--- src/rtl/wallace_accum_ctrl.sv ---
// wallace_accum_ctrl: sums a framed operand stream by batching up to 17
// operands per pass into one shared 18-input Wallace adder. The running
// accumulator occupies the 18th adder input. One sum is emitted per frame.

// Wallace_adder_18: 18-operand adder, modulo 2^W.
// Carry-save 3:2 compression reduces 18 -> 12 -> 8 -> 6 -> 4 -> 3 -> 2 rows.
// One carry-propagate add then produces the result.
// Every carry row is shifted left and truncated, so all arithmetic wraps at W bits.
module Wallace_adder_18 #(
    parameter int W = 16
) (
    input  logic [18*W-1:0] ops_flat,
    output logic [W-1:0]    sum
);
    logic [W-1:0] l0 [18];
    logic [W-1:0] l1 [12];
    logic [W-1:0] l2 [8];
    logic [W-1:0] l3 [6];
    logic [W-1:0] l4 [4];
    logic [W-1:0] l5 [3];
    logic [W-1:0] l6 [2];

    generate
        for (genvar gi = 0; gi < 18; gi++) begin : g_unpack
            assign l0[gi] = ops_flat[gi*W +: W];
        end

        // 18 -> 12: six full-adder rows
        for (genvar gi = 0; gi < 6; gi++) begin : g_lvl1
            assign l1[2*gi]   = l0[3*gi] ^ l0[3*gi+1] ^ l0[3*gi+2];
            assign l1[2*gi+1] = ((l0[3*gi] & l0[3*gi+1]) | (l0[3*gi] & l0[3*gi+2])
                               | (l0[3*gi+1] & l0[3*gi+2])) << 1;
        end

        // 12 -> 8
        for (genvar gi = 0; gi < 4; gi++) begin : g_lvl2
            assign l2[2*gi]   = l1[3*gi] ^ l1[3*gi+1] ^ l1[3*gi+2];
            assign l2[2*gi+1] = ((l1[3*gi] & l1[3*gi+1]) | (l1[3*gi] & l1[3*gi+2])
                               | (l1[3*gi+1] & l1[3*gi+2])) << 1;
        end

        // 8 -> 6: two compressors, two rows pass through
        for (genvar gi = 0; gi < 2; gi++) begin : g_lvl3
            assign l3[2*gi]   = l2[3*gi] ^ l2[3*gi+1] ^ l2[3*gi+2];
            assign l3[2*gi+1] = ((l2[3*gi] & l2[3*gi+1]) | (l2[3*gi] & l2[3*gi+2])
                               | (l2[3*gi+1] & l2[3*gi+2])) << 1;
        end

        // 6 -> 4
        for (genvar gi = 0; gi < 2; gi++) begin : g_lvl4
            assign l4[2*gi]   = l3[3*gi] ^ l3[3*gi+1] ^ l3[3*gi+2];
            assign l4[2*gi+1] = ((l3[3*gi] & l3[3*gi+1]) | (l3[3*gi] & l3[3*gi+2])
                               | (l3[3*gi+1] & l3[3*gi+2])) << 1;
        end
    endgenerate

    assign l3[4] = l2[6];
    assign l3[5] = l2[7];

    // 4 -> 3: one compressor, one row passes through
    assign l5[0] = l4[0] ^ l4[1] ^ l4[2];
    assign l5[1] = ((l4[0] & l4[1]) | (l4[0] & l4[2]) | (l4[1] & l4[2])) << 1;
    assign l5[2] = l4[3];

    // 3 -> 2
    assign l6[0] = l5[0] ^ l5[1] ^ l5[2];
    assign l6[1] = ((l5[0] & l5[1]) | (l5[0] & l5[2]) | (l5[1] & l5[2])) << 1;

    assign sum = l6[0] + l6[1];
endmodule

module wallace_accum_ctrl #(
    parameter int WORDLEN = 16,
    parameter int COUNTW  = 16
) (
    input  logic               clk,
    input  logic               rst_n,
    input  logic               in_valid,
    output logic               in_ready,
    input  logic [WORDLEN-1:0] in_data,
    input  logic               in_last,
    output logic               sum_valid,
    input  logic               sum_ready,
    output logic [WORDLEN-1:0] sum_data,
    output logic [COUNTW-1:0]  op_count
);
    localparam int NSLOT = 17;

    typedef enum logic [1:0] {COLLECT, ADD, OUT} state_t;

    state_t               state_q, state_d;
    logic [WORDLEN-1:0]   acc_q, acc_d;
    logic [WORDLEN-1:0]   slot_q [NSLOT];
    logic [WORDLEN-1:0]   slot_d [NSLOT];
    logic [4:0]           idx_q, idx_d;
    logic [COUNTW-1:0]    count_q, count_d;
    logic                 frame_done_q, frame_done_d;

    logic [18*WORDLEN-1:0] adder_in;
    logic [WORDLEN-1:0]    adder_sum;
    logic                  in_xfer;

    // Slots 0..16 feed adder inputs 0..16. The accumulator feeds input 17.
    generate
        for (genvar gi = 0; gi < NSLOT; gi++) begin : g_adder_in
            assign adder_in[gi*WORDLEN +: WORDLEN] = slot_q[gi];
        end
    endgenerate
    assign adder_in[NSLOT*WORDLEN +: WORDLEN] = acc_q;

    Wallace_adder_18 #(.W(WORDLEN)) u_adder (
        .ops_flat (adder_in),
        .sum      (adder_sum)
    );

    // Handshake outputs are pure state decodes.
    // The sum is forced to zero outside OUT so that it never shows a partial accumulator.
    assign in_ready  = (state_q == COLLECT);
    assign sum_valid = (state_q == OUT);
    assign sum_data  = sum_valid ? acc_q : '0;
    assign op_count  = sum_valid ? count_q : '0;
    assign in_xfer   = in_valid && in_ready;

    // Next-state and datapath update for the COLLECT / ADD / OUT sequence
    always_comb begin
        state_d      = state_q;
        acc_d        = acc_q;
        slot_d       = slot_q;
        idx_d        = idx_q;
        count_d      = count_q;
        frame_done_d = frame_done_q;
        case (state_q)
            COLLECT: begin
                if (in_xfer) begin
                    slot_d[idx_q] = in_data;
                    idx_d         = idx_q + 5'd1;
                    count_d       = count_q + COUNTW'(1);
                    // A full pass of 17 operands or end of frame triggers an add
                    if (in_last || (idx_q == 5'd16)) begin
                        state_d      = ADD;
                        frame_done_d = in_last;
                    end
                end
            end
            ADD: begin
                acc_d = adder_sum;
                for (int i = 0; i < NSLOT; i++) begin
                    slot_d[i] = '0;
                end
                idx_d   = '0;
                state_d = frame_done_q ? OUT : COLLECT;
            end
            OUT: begin
                if (sum_ready) begin
                    acc_d   = '0;
                    count_d = '0;
                    state_d = COLLECT;
                end
            end
            default: begin
                state_d = COLLECT;
            end
        endcase
    end

    // State registers. Reset discards any partial frame.
    always_ff @(posedge clk or negedge rst_n) begin
        if (!rst_n) begin
            state_q      <= COLLECT;
            acc_q        <= '0;
            idx_q        <= '0;
            count_q      <= '0;
            frame_done_q <= 1'b0;
            for (int i = 0; i < NSLOT; i++) begin
                slot_q[i] <= '0;
            end
        end else begin
            state_q      <= state_d;
            acc_q        <= acc_d;
            idx_q        <= idx_d;
            count_q      <= count_d;
            frame_done_q <= frame_done_d;
            for (int i = 0; i < NSLOT; i++) begin
                slot_q[i] <= slot_d[i];
            end
        end
    end
endmodule
--- config.mk ---
export PLATFORM = sky130hd
export DESIGN_NAME = wallace_accum_ctrl
export DESIGN_NICKNAME = d
export VERILOG_FILES = /design/src/rtl/wallace_accum_ctrl.sv
export SDC_FILE = /design/constraint.sdc
export NUM_CORES = 1
export LEC_CHECK = 0
export ABC_AREA = 1
export CELL_PAD_IN_SITES_DETAIL_PLACEMENT = 1
export CELL_PAD_IN_SITES_GLOBAL_PLACEMENT = 1
export CORE_MARGIN = 3
export CORE_UTILIZATION = 53
export DETAILED_ROUTE_END_ITERATION = 12
export MAX_ROUTING_LAYER = met4
export PLACE_DENSITY_LB_ADDON = 0.1
export SETUP_SLACK_MARGIN = 0.05
export SLEW_MARGIN = 20
export SYNTH_ARGS = -nofsm -noshare
export SYNTH_HDL_FRONTEND = slang
export SYNTH_SLANG_ARGS = --single-unit
--- constraint.sdc ---
create_clock -name clk -period 12.9 [get_ports clk]
set_input_delay 2.58 -clock clk [delete_from_list [all_inputs] [get_ports clk]]
set_output_delay 2.58 -clock clk [all_outputs]
set_load 0.005 [all_outputs]
# Yosys cells after proc, flatten, opt, wreduce, memory -nomap -nowiden
# Index checks and enable logic that the tools add are counted.
# op_classes
muxes	18
addsub	3
reduce_logical	12
bitwise_logic	113
n_eq_ne	6
n_mul	0
div_mod_pow	0
n_shift	0
order_cmp	2
# op_table
op	count
15-bit bitwise AND	48
272-bit one-hot mux with 2 select lines	1
16-bit XOR	32
15-bit bitwise OR	32
272-bit bitwise mux	1
272-bit two-way mux	1
16-bit demux with 5-bit select	1
16-bit two-way mux	5
16-bit one-hot mux with 2 select lines	2
16-bit by 1-bit adder with 16-bit output (second input constant)	1
16-bit adder	1
5-bit one-hot mux with 2 select lines	1
3-bit AND reduction	3
2-bit two-way mux	4
6-bit greater-or-equal comparator (second input constant)	1
6-bit by 1-bit < comparator with 1-bit output (second input constant)	1
2-bit by 1-bit != test with 1-bit output (second input constant)	3
5-bit inverter with 6-bit output	1
2-bit one-hot mux with 3 select lines	1
2-bit nonzero test	3
5-bit by 1-bit adder with 5-bit output (second input constant)	1
5-bit equality test (second input constant)	1
5-bit two-way mux	1
2-bit AND reduction	2
other kinds (5)	6
# totals
reg_bits	312
output_inout_bits	34
latchBits	0
elab_cells	176
inputBits	21
n_memories	0
rom_bits	0
ramBits	0

# Longest topological paths before layout
# Gate-level depths: netlist of run 1.
# depth
depth_word	20
ltp_mapped	26
depth_no_buf	26

# Modules after synthesis
# From an unflattened synthesis of run 1, not the netlist that was laid out.
# hier_totals
hier_cells	2005
area_unflattened_um2	19271.0
# modules_own_cells
mod	area_per_inst_um2	instances	cells_each
wallace_accum_ctrl	12339.3	1	1238
Wallace_adder_18	6931.6	1	767

# Least setup slack after synthesis of run 1
# Ideal clock, no wire load.
# synth_timing
path_kind	flip-flop to flip-flop
from	register slot_q (netlist bit adder_in[195])
to	register acc_q[12]
setup_slack_ns	7.942
stages_incl_launch_ff	24
arrival_time_ns	4.835
required_time_ns	12.777
setup_ns	0.123
cell_sequence	dfrtp_1 > fa_1 > inv_1 > fa_1 > fa_1 > fa_1 > fa_1 > inv_1 > fa_1 > inv_1 > fa_1 > nor2_1 > o21ai_0 > and2_1 > inv_1 > nand2_1 > nand2_1 > nand2_1 > nand2_1 > nand2_1 > nand2_1 > a21oi_1 > o21ai_0 > nand2_1
# synth_via
elab_chain_len	18
word_cells_on_any_way	52
classes_between	add/sub (1); mux (1); bitwise (50)
# synth_lines
element	line_no	text
from (decl)	93	logic [WORDLEN-1:0] slot_q [NSLOT];
from (signal, indexed assignment)	184	slot_q[i] <= slot_d[i];
16-bit XOR (2 in a row)	30	assign l1[2*gi] = l0[3*gi] ^ l0[3*gi+1] ^ l0[3*gi+2];
15-bit bitwise AND	38	assign l2[2*gi+1] = ((l1[3*gi] & l1[3*gi+1]) | (l1[3*gi] & l1[3*gi+2])
15-bit bitwise OR	38	
15-bit bitwise OR	39	| (l1[3*gi+1] & l1[3*gi+2])) << 1;
15-bit bitwise AND	45	assign l3[2*gi+1] = ((l2[3*gi] & l2[3*gi+1]) | (l2[3*gi] & l2[3*gi+2])
15-bit bitwise OR	45	
15-bit bitwise OR	46	| (l2[3*gi+1] & l2[3*gi+2])) << 1;
16-bit XOR (2 in a row)	51	assign l4[2*gi] = l3[3*gi] ^ l3[3*gi+1] ^ l3[3*gi+2];
15-bit bitwise AND	62	assign l5[1] = ((l4[0] & l4[1]) | (l4[0] & l4[2]) | (l4[1] & l4[2])) << 1;
15-bit bitwise OR (2 in a row)	62	
15-bit bitwise AND	67	assign l6[1] = ((l5[0] & l5[1]) | (l5[0] & l5[2]) | (l5[1] & l5[2])) << 1;
15-bit bitwise OR (2 in a row)	67	
16-bit adder *	69	assign sum = l6[0] + l6[1];
16-bit one-hot mux with 2 select lines *	132	case (state_q)
to (signal assigned)	170	acc_q <= '0;
to (signal assigned)	179	acc_q <= acc_d;
to (decl)	92	logic [WORDLEN-1:0] acc_q, acc_d;
# Every way passes the cells marked *; elsewhere a longest branch is shown, timed or not.
# A chain may end at the register's enable or synchronous reset.

# Worst setup path after layout of run 1
# layout_timing
from	register slot_q (netlist bit adder_in[56])
to	register acc_q[13]
# layout_via
elab_chain_len	19
word_cells_on_any_way	59
classes_between	add/sub (1); mux (1); bitwise (57)
# layout_lines
element	line_no
16-bit XOR or 15-bit bitwise AND (tied branches)	30, 31
16-bit XOR or 15-bit bitwise OR (tied branches)	30, 31
15-bit bitwise AND or 15-bit bitwise OR (tied branches)	38, 32
15-bit bitwise OR (tied with other cells)	38
15-bit bitwise OR (tied with other cells)	39
15-bit bitwise AND or 15-bit bitwise OR (tied branches)	45, 39
15-bit bitwise OR (tied with other cells)	45
15-bit bitwise OR (tied with other cells)	46
15-bit bitwise AND or 15-bit bitwise OR (tied branches)	52, 46
15-bit bitwise OR or 16-bit XOR (tied branches)	52, 51
15-bit bitwise OR or 16-bit XOR (tied branches)	53, 51
15-bit bitwise AND	62
15-bit bitwise OR (2 in a row)	62
15-bit bitwise AND	67
15-bit bitwise OR (2 in a row)	67
16-bit adder *	69
16-bit one-hot mux with 2 select lines *	132
# Marked as above.

==> key figures, run 1 <==
Status
  – Status: finished clean

GRT
  – Vias in the first global route: 15500
  – First-pass GRT wire length: 83.8 mm
  – Initial antenna violation count: 0
  – Overall routing resource usage: 28.8%
  – Global route overflow: 0
  – Largest net degree at the start of global routing: 123

Placed design
  – Routability cong.: 0.895
  – Buffers on Ports: 54
  – Post-DP HPWL: 35.7 mm
  – Dpl cell area: 19700 sq um

STA
  – Layout Skew: 0.0139 ns
  – Finish-stage setup viols: 0
  – Fmax: 0.171 GHz
  – Hold slack: 0.536 ns
  – Slew headroom: 27.1%
  – Minimum clock period: 5.86 ns
  – Fin crit share: 45.4%
  – Max-slew violation count: 0
  – Final hold vios: 0
  – Setup TNS: 0 ns
  – Unrepaired setup endpoints after global routing: no
  – Worst-Margin Slew: 1.09 ns

Critical path
  – Worst setup path class: reg -> reg
  – Crit-path cells: inv_1 > fa_1 > inv_1 > fa_1 > inv_1 > fa_1 > fa_1 > fa_1 > inv_1 > fa_1 > ha_1 > inv_1 > nor3_1 > nand3_1 > nand3_1 > nand2_1 > nand2_1 > a21oi_1 > or2_2 > nand3_1 > o21ai_0
  – Critical Path AT: 6.25 ns
  – WP data required: approximately 13 ns
  – CP endpoint kind: flop
  – Cell mode on critical path: fa_1
  – Slowest stage delay, CP: 0.55 ns
  – Slowest cell on crit path: fa_1
  – CP Launch Type: flop
  – CP Max Fanout: 5

Cells and area
  – Final nets: 2206
  – Layout area overhead: 11.3%
  – Area of the multi-input gates: 9230 sq um
  – Share of layout cells above drive strength 1: 5.26%
  – Core Util, Final: between 60% and 70%
  – FF/Latch Area: 7810 sq um
  – # fillers: 3785
  – Antenna Cells: 0
  – Final instance area: about 21000 sq um

Clocking
  – H-tree depth: 2
  – CTS Sinks: approximately 310
  – Number of buffers created by CTS: 37
  – Reg clk slew, reported paths: 0.06 ns
  – Clock tree buffer depth: 3
  – Root Driver: clkbuf_16
  – CTS tree: yes
  – Post-CTS repair timing setup buffer count: 0
  – Cts hold-fix bufs: 0
  – Post-cts resize count: 0
  – Clock Latency Late Sink: 0.54 ns

Synthesis
  – Synth Area in Compound Gates: around 9.7%
  – Synth cell types: 40
  – YS warnings: 0
  – Synth Flop Type: dfrtp_1
  – Async set-reset flop share out of synthesis: 100%
  – Post-synthesis sequential area ratio: between 40% and 50%
  – Avg Cell Area, Syn: 9.82 sq um
  – Adder-Cell Fraction of Synth Area: about a quarter
  – Area share of xor/xnor cells in the synthesized design: less than 1%
  – Post-Syn Area: between 15000 and 20000 sq um
  – EDFF count, synth: 0
  – FF+latch count, synth: 312
  – Syn nets: 2195
  – Main combinational cell family by area after synthesis: adder cells
  – Synth Area in Simple Gates: 12.9%
  – Mux cell area share after synthesis: 0%
  – Syn Inst Count: 1921

Floorplanning
  – Core ar.: 34800 sq um
  – Io pins: 55
  – Die Height: 195 um
  – Chip Width: 195 um
  – Initial Util: 54.2%
  – Die area: about 38000 sq um
  – Num rows: 68

Detailed routing
  – Drt wl/cell: 21.1 um
  – Detail-routed via count per cell: 5.62
  – Total wire length: 50.9 mm
  – Post-route ant nets: 0
  – Vias: 13600
  – Initial DRC count: 667
  – DRC: 0
  – Drt first pass iters: 5

Worst hold path
  – Hold crit path type: reg -> reg

Run
  – Max-cap violations: 0
[worst max-delay path, delay by kind of cell, from the launching register on]
kind / cells / cell delay (ns)
compound gates: 2 / 0.19
buf+inv: 5 / 0.31
simple gates: 7 / 1.49
fa+ha+maj: 7 / 3.39
flops: 1 / 0.32
[final timing paths]
| path | start | endpoint | slack, ns | cells after the start |
|---|---|---|---|---|
| worst min-delay path | adder_in[130]$_DFFE_PN0P_ | adder_in[130]$_DFFE_PN0P_ | 0.54 | 2 |
| worst max register to register | adder_in[56]$_DFFE_PN0P_ | acc_q[13]$_DFFE_PN0P_ | 7.04 | 21 |
| worst max-delay path | adder_in[56]$_DFFE_PN0P_ | acc_q[13]$_DFFE_PN0P_ | 7.04 | 21 |
| min in group asynchronous | rst_n | acc_q[0]$_DFFE_PN0P_ | 2.16 | 1 |
| max in group asynchronous | rst_n | adder_in[27]$_DFFE_PN0P_ | 9.26 | 2 |
| worst min register to register | adder_in[130]$_DFFE_PN0P_ | adder_in[130]$_DFFE_PN0P_ | 0.54 | 2 |
[per-layer routing]
metal | global-route usage, % | share of wire, % | vias up
li1 | - | - | 6089
met1 | 35.7 | 41 | 7138
met2 | 50.1 | 53 | 223
met3 | 3.26 | 2.7 | 102
met4 | 9.28 | 3.3 | 0
met5 | - | 0 | -
[metrics by stage]
step                      instances  setup slack, ns
final                          2413             7.04
after global routing           2413             6.80
after CTS                      2413             7.13
after detailed placement       2348             7.19
after global placement         2348             7.31
after floorplan                1921             7.94
[placed cells by master (no fill, tap or decap), types with 2 or more instances in the layout]
master	n
inv_2	2
bufinv_16	4
nor2_1	72
clkdlybuf4s50_1	53
fa_1	227
clkbuf_1	12
o22ai_1	64
dfrtp_1	312
nand4_1	7
nor2_2	3
nand3b_1	2
nor3_1	9
xor2_1	3
buf_4	17
a21oi_1	28
clkbuf_16	39
nand3_1	246
nand2_1	151
o21ai_0	204
clkbuf_8	7
nor3_2	2
o21bai_1	2
nand3_2	2
nand2_4	4
o21ai_1	39
clkinv_2	2
nor2_4	5
ha_1	26
inv_1	380
xnor2_1	6
nand2_2	9
nor4_1	2
clkinv_1	2
[synthesized netlist by cell type, types with 2 or more instances]
cell type  number  area, sq um
clkbuf_1       73          274
xnor2_1         6         52.6
nor2_4          5         56.3
inv_2           3         11.3
xor2_1          3         26.3
inv_1         380         1430
nand2_1       153          574
fa_1          227         4540
nor2_2          3         18.8
nand2_2         7         43.8
dfrtp_1       312         7810
a21oi_1        28          140
nand3_1       247         1240
nand2_4         4         45.0
nor3_2          2         20.0
clkinv_1        2         7.51
nand4_1         7         43.8
buf_1          13         48.8
nor2_1         72          270
ha_1           26          325
nor4_1          2         12.5
o21ai_1        39          195
buf_2          14         70.1
o21bai_1        2         15.0
o21ai_0       204         1020
o22ai_1        64          400
nor3_1          9         45.0
nand3b_1        2         15.0
[state kept, by name, summed over array words and instances, names as in the netlist]
signal and cells:
adder_in 272, count_q 16, idx_q 5, frame_done_q 1, acc_q 16, state_q 2
[logic make-up after synthesis]
logic type | after synthesis
AND/OR/NAND/NOR | 518
buffers and inverters | 485
AO/OA/AOI/OAI | 344
flip-flops | 312
adder cells (fa/ha/maj) | 253
XOR/XNOR | 9
[cell type report]
| class | count | share of cell area [%] |
|---|---|---|
| inverters | 385 | 6.92 |
| well taps | 455 | 2.71 |
| clock buffers | 58 | 5.32 |
| multi-input cells | 1124 | 43.9 |
| clock inverters | 7 | 0.661 |
| repair buffers | 72 | 3.26 |
| flip-flops and latches | 312 | 37.2 |
Power of run 1 is not shown: default switching activity piles up to over one toggle a cycle in this logic, so the estimate is an artifact.
==> run 2: changes to the inputs <==
--- a/config.mk
+++ b/config.mk
@@ -9,7 +9,7 @@
 export CELL_PAD_IN_SITES_DETAIL_PLACEMENT = 1
 export CELL_PAD_IN_SITES_GLOBAL_PLACEMENT = 1
 export CORE_MARGIN = 3
-export CORE_UTILIZATION = 53
+export CORE_UTILIZATION = 50
 export DETAILED_ROUTE_END_ITERATION = 12
 export MAX_ROUTING_LAYER = met4
 export PLACE_DENSITY_LB_ADDON = 0.1
==> constraint.sdc (replaced) <==
create_clock -name clk -period 5.9 [get_ports clk]
set_input_delay 1.18 -clock clk [delete_from_list [all_inputs] [get_ports clk]]
set_output_delay 1.18 -clock clk [all_outputs]
set_load 0.005 [all_outputs]
==> key figures, run 2 (same netlist as run 1, synthesis figures left out) <==
Status
  – Status: finished clean

Cells and area
  – Fin cells: 2461 (+2.0%)
  – Most frequent cells in the layout: inv_1, dfrtp_1, nand3_1, fa_1, o21ai_0
  – Share of layout cells above drive strength 1: 5.57% (+0.31 points)
  – Antenna Cells: 0 (unchanged)
  – Commonest non-fill, non-tap cell in the layout: inv_1
  – Largest register FFs: 272 (unchanged)
  – Final nets: 2207 (+0.045%)
  – Layout area overhead: 11.7%

Clocking
  – Cts hold-fix bufs: 0 (unchanged)
  – Reg clk slew, reported paths: 0.06 ns (about the same)
  – Number of buffers created by CTS: 38 (+2.7%)
  – Clock tree buffer depth: 3 (unchanged)
  – Clock Latency Late Sink: 0.55 ns (about the same)
  – CTS Sinks: 312 (unchanged)
  – H-tree depth: 2 (unchanged)
  – CTS tree: yes
  – Root Driver: clkbuf_16
  – Post-cts resize count: 0 (unchanged)
  – Post-CTS repair timing setup buffer count: 0 (unchanged)

GRT
  – Initial antenna violation count: 0 (unchanged)
  – Overall routing resource usage: 26.9% (-1.9 points)
  – Largest net degree at the start of global routing: 147 (+20%)
  – First-pass GRT wire length: 83.1 mm (-0.84%)
  – Vias in the first global route: 15300 (-1.1%)
  – Global route overflow: 0 (unchanged)

STA
  – Worst-Margin Slew: 1.02 ns (-0.0772 ns)
  – Slew headroom: 32.2% (+5.1 points)
  – Fin crit share: 94.2% (+49 points)
  – Final hold vios: 0 (unchanged)
  – Layout Skew: 0.0127 ns (-0.00119 ns)
  – Max-slew violation count: 0 (unchanged)
  – Unrepaired setup endpoints after global routing: no
  – Hold slack: 0.528 ns (-0.00789 ns)
  – Minimum clock period: 5.56 ns (-0.296 ns)
  – Finish-stage setup viols: 0 (unchanged)
  – Fmax: 0.180 GHz (+5.3%)
  – Setup TNS: 0 ns (unchanged)

Critical path
  – Critical Path AT: 5.96 ns (-0.29 ns)
  – Launch point of the worst path: adder_in[104]$_DFFE_PN0P_
  – RR Endpoint: acc_q[13]$_DFFE_PN0P_
  – Worst Setup EP: acc_q[13]$_DFFE_PN0P_
  – FF-to-FF Start: adder_in[104]$_DFFE_PN0P_
  – CP Max Fanout: 5 (unchanged)
  – R2R cell count: 19 (-9.5%)
  – FF-to-FF setup slack: 0.34 ns (-6.70 ns)
  – CP Launch Type: flop
  – WP data required: 6.30 ns (-7.00 ns)
  – CP endpoint kind: flop
  – Worst setup path class: reg -> reg

Detailed routing
  – Total wire length: 50.4 mm (-0.93%)
  – Post-route ant nets: 0 (unchanged)
  – Drt wl/cell: 20.5 um (-2.9%)
  – Vias: 13500 (-0.47%)
  – Detail-routed via count per cell: 5.48 (-2.4%)
  – Initial DRC count: 721 (+8.1%)
  – DRC: 0 (unchanged)
  – Drt first pass iters: 5 (unchanged)

Floorplanning
  – Die Height: 200 um (+2.9%)
  – Initial Util: 51.2% (-3.0 points)
  – Core ar.: 36900 sq um (+6.0%)
  – Num rows: 70 (+2.9%)
  – Die area: 40100 sq um (+5.8%)
  – Io pins: 55 (unchanged)
  – Chip Width: 200 um (+2.9%)

Placed design
  – Post-DP HPWL: 35.3 mm (-1.2%)
  – Placed insts: 2397 (+2.1%)
  – Routability cong.: 0.872 (-2.5%)
  – Buffers on Ports: 54 (unchanged)

Worst hold path
  – Hold crit path type: reg -> reg

Run
  – Max-cap violations: 0 (unchanged)
run 2: stage by stage:
step	worst slack [ns]	util, %	cell area, sq um
floorplan	0.942	-	18900
global placement	0.331	53.7	19800
detailed placement	0.291	53.7	19800
CTS	0.211	57.1	21100
global route	0.0819	57.1	21100
finish	0.340	57.1	21100
run 2: critical path, cell delays in order, from the launching register on:
cell,delay [ns]
dfrtp_1,0.41
fa_1,0.55
inv_1,0.06
fa_1,0.49
fa_1,0.63
fa_1,0.45
fa_1,0.49
inv_1,0.05
fa_1,0.45
ha_1,0.39
inv_1,0.10
nor3_2,0.30
nand3_1,0.18
nand3_1,0.19
nand2_1,0.09
nand2_1,0.06
a21oi_1,0.07
or2_2,0.28
nand3_1,0.07
o21ai_0,0.09
run 2: area by class of cell:
cell class	instances	area (sq um)
Tap cell	504	631
Inverter	385	1450
Clock inverter	10	110
Multi-Input combinational cell	1124	9230
Fill cell	4120	15800
Sequential cell	312	7810
Timing Repair Buffer	72	706
Clock buffer	54	1130
run 2: worst min path at each step:
| stage | startpoint | endpoint | cells after the start |
|---|---|---|---|
| 2_1_floorplan | frame_done_q$_DFFE_PN0P_ | state_q[1]$_DFFE_PN0P_ | 2 |
| 3_3_place_gp | frame_done_q$_DFFE_PN0P_ | state_q[1]$_DFFE_PN0P_ | 2 |
| 3_5_place_dp | frame_done_q$_DFFE_PN0P_ | state_q[1]$_DFFE_PN0P_ | 2 |
| 4_1_cts | rst_n | adder_in[177]$_DFFE_PN0P_ | 1 |
| 5_1_grt | rst_n | adder_in[2]$_DFFE_PN0P_ | 1 |
| 6_report | frame_done_q$_DFFE_PN0P_ | state_q[1]$_DFFE_PN0P_ | 2 |
run 2: routing by layer:
layer,share of wire [%],routed length [um],track usage [%]
met5,0,0,-
met4,2.9,1450,7.56
met3,3.5,1760,3.58
met2,53,26800,46.7
met1,40,20400,33.3
Power of run 2 is left out for the same reason.
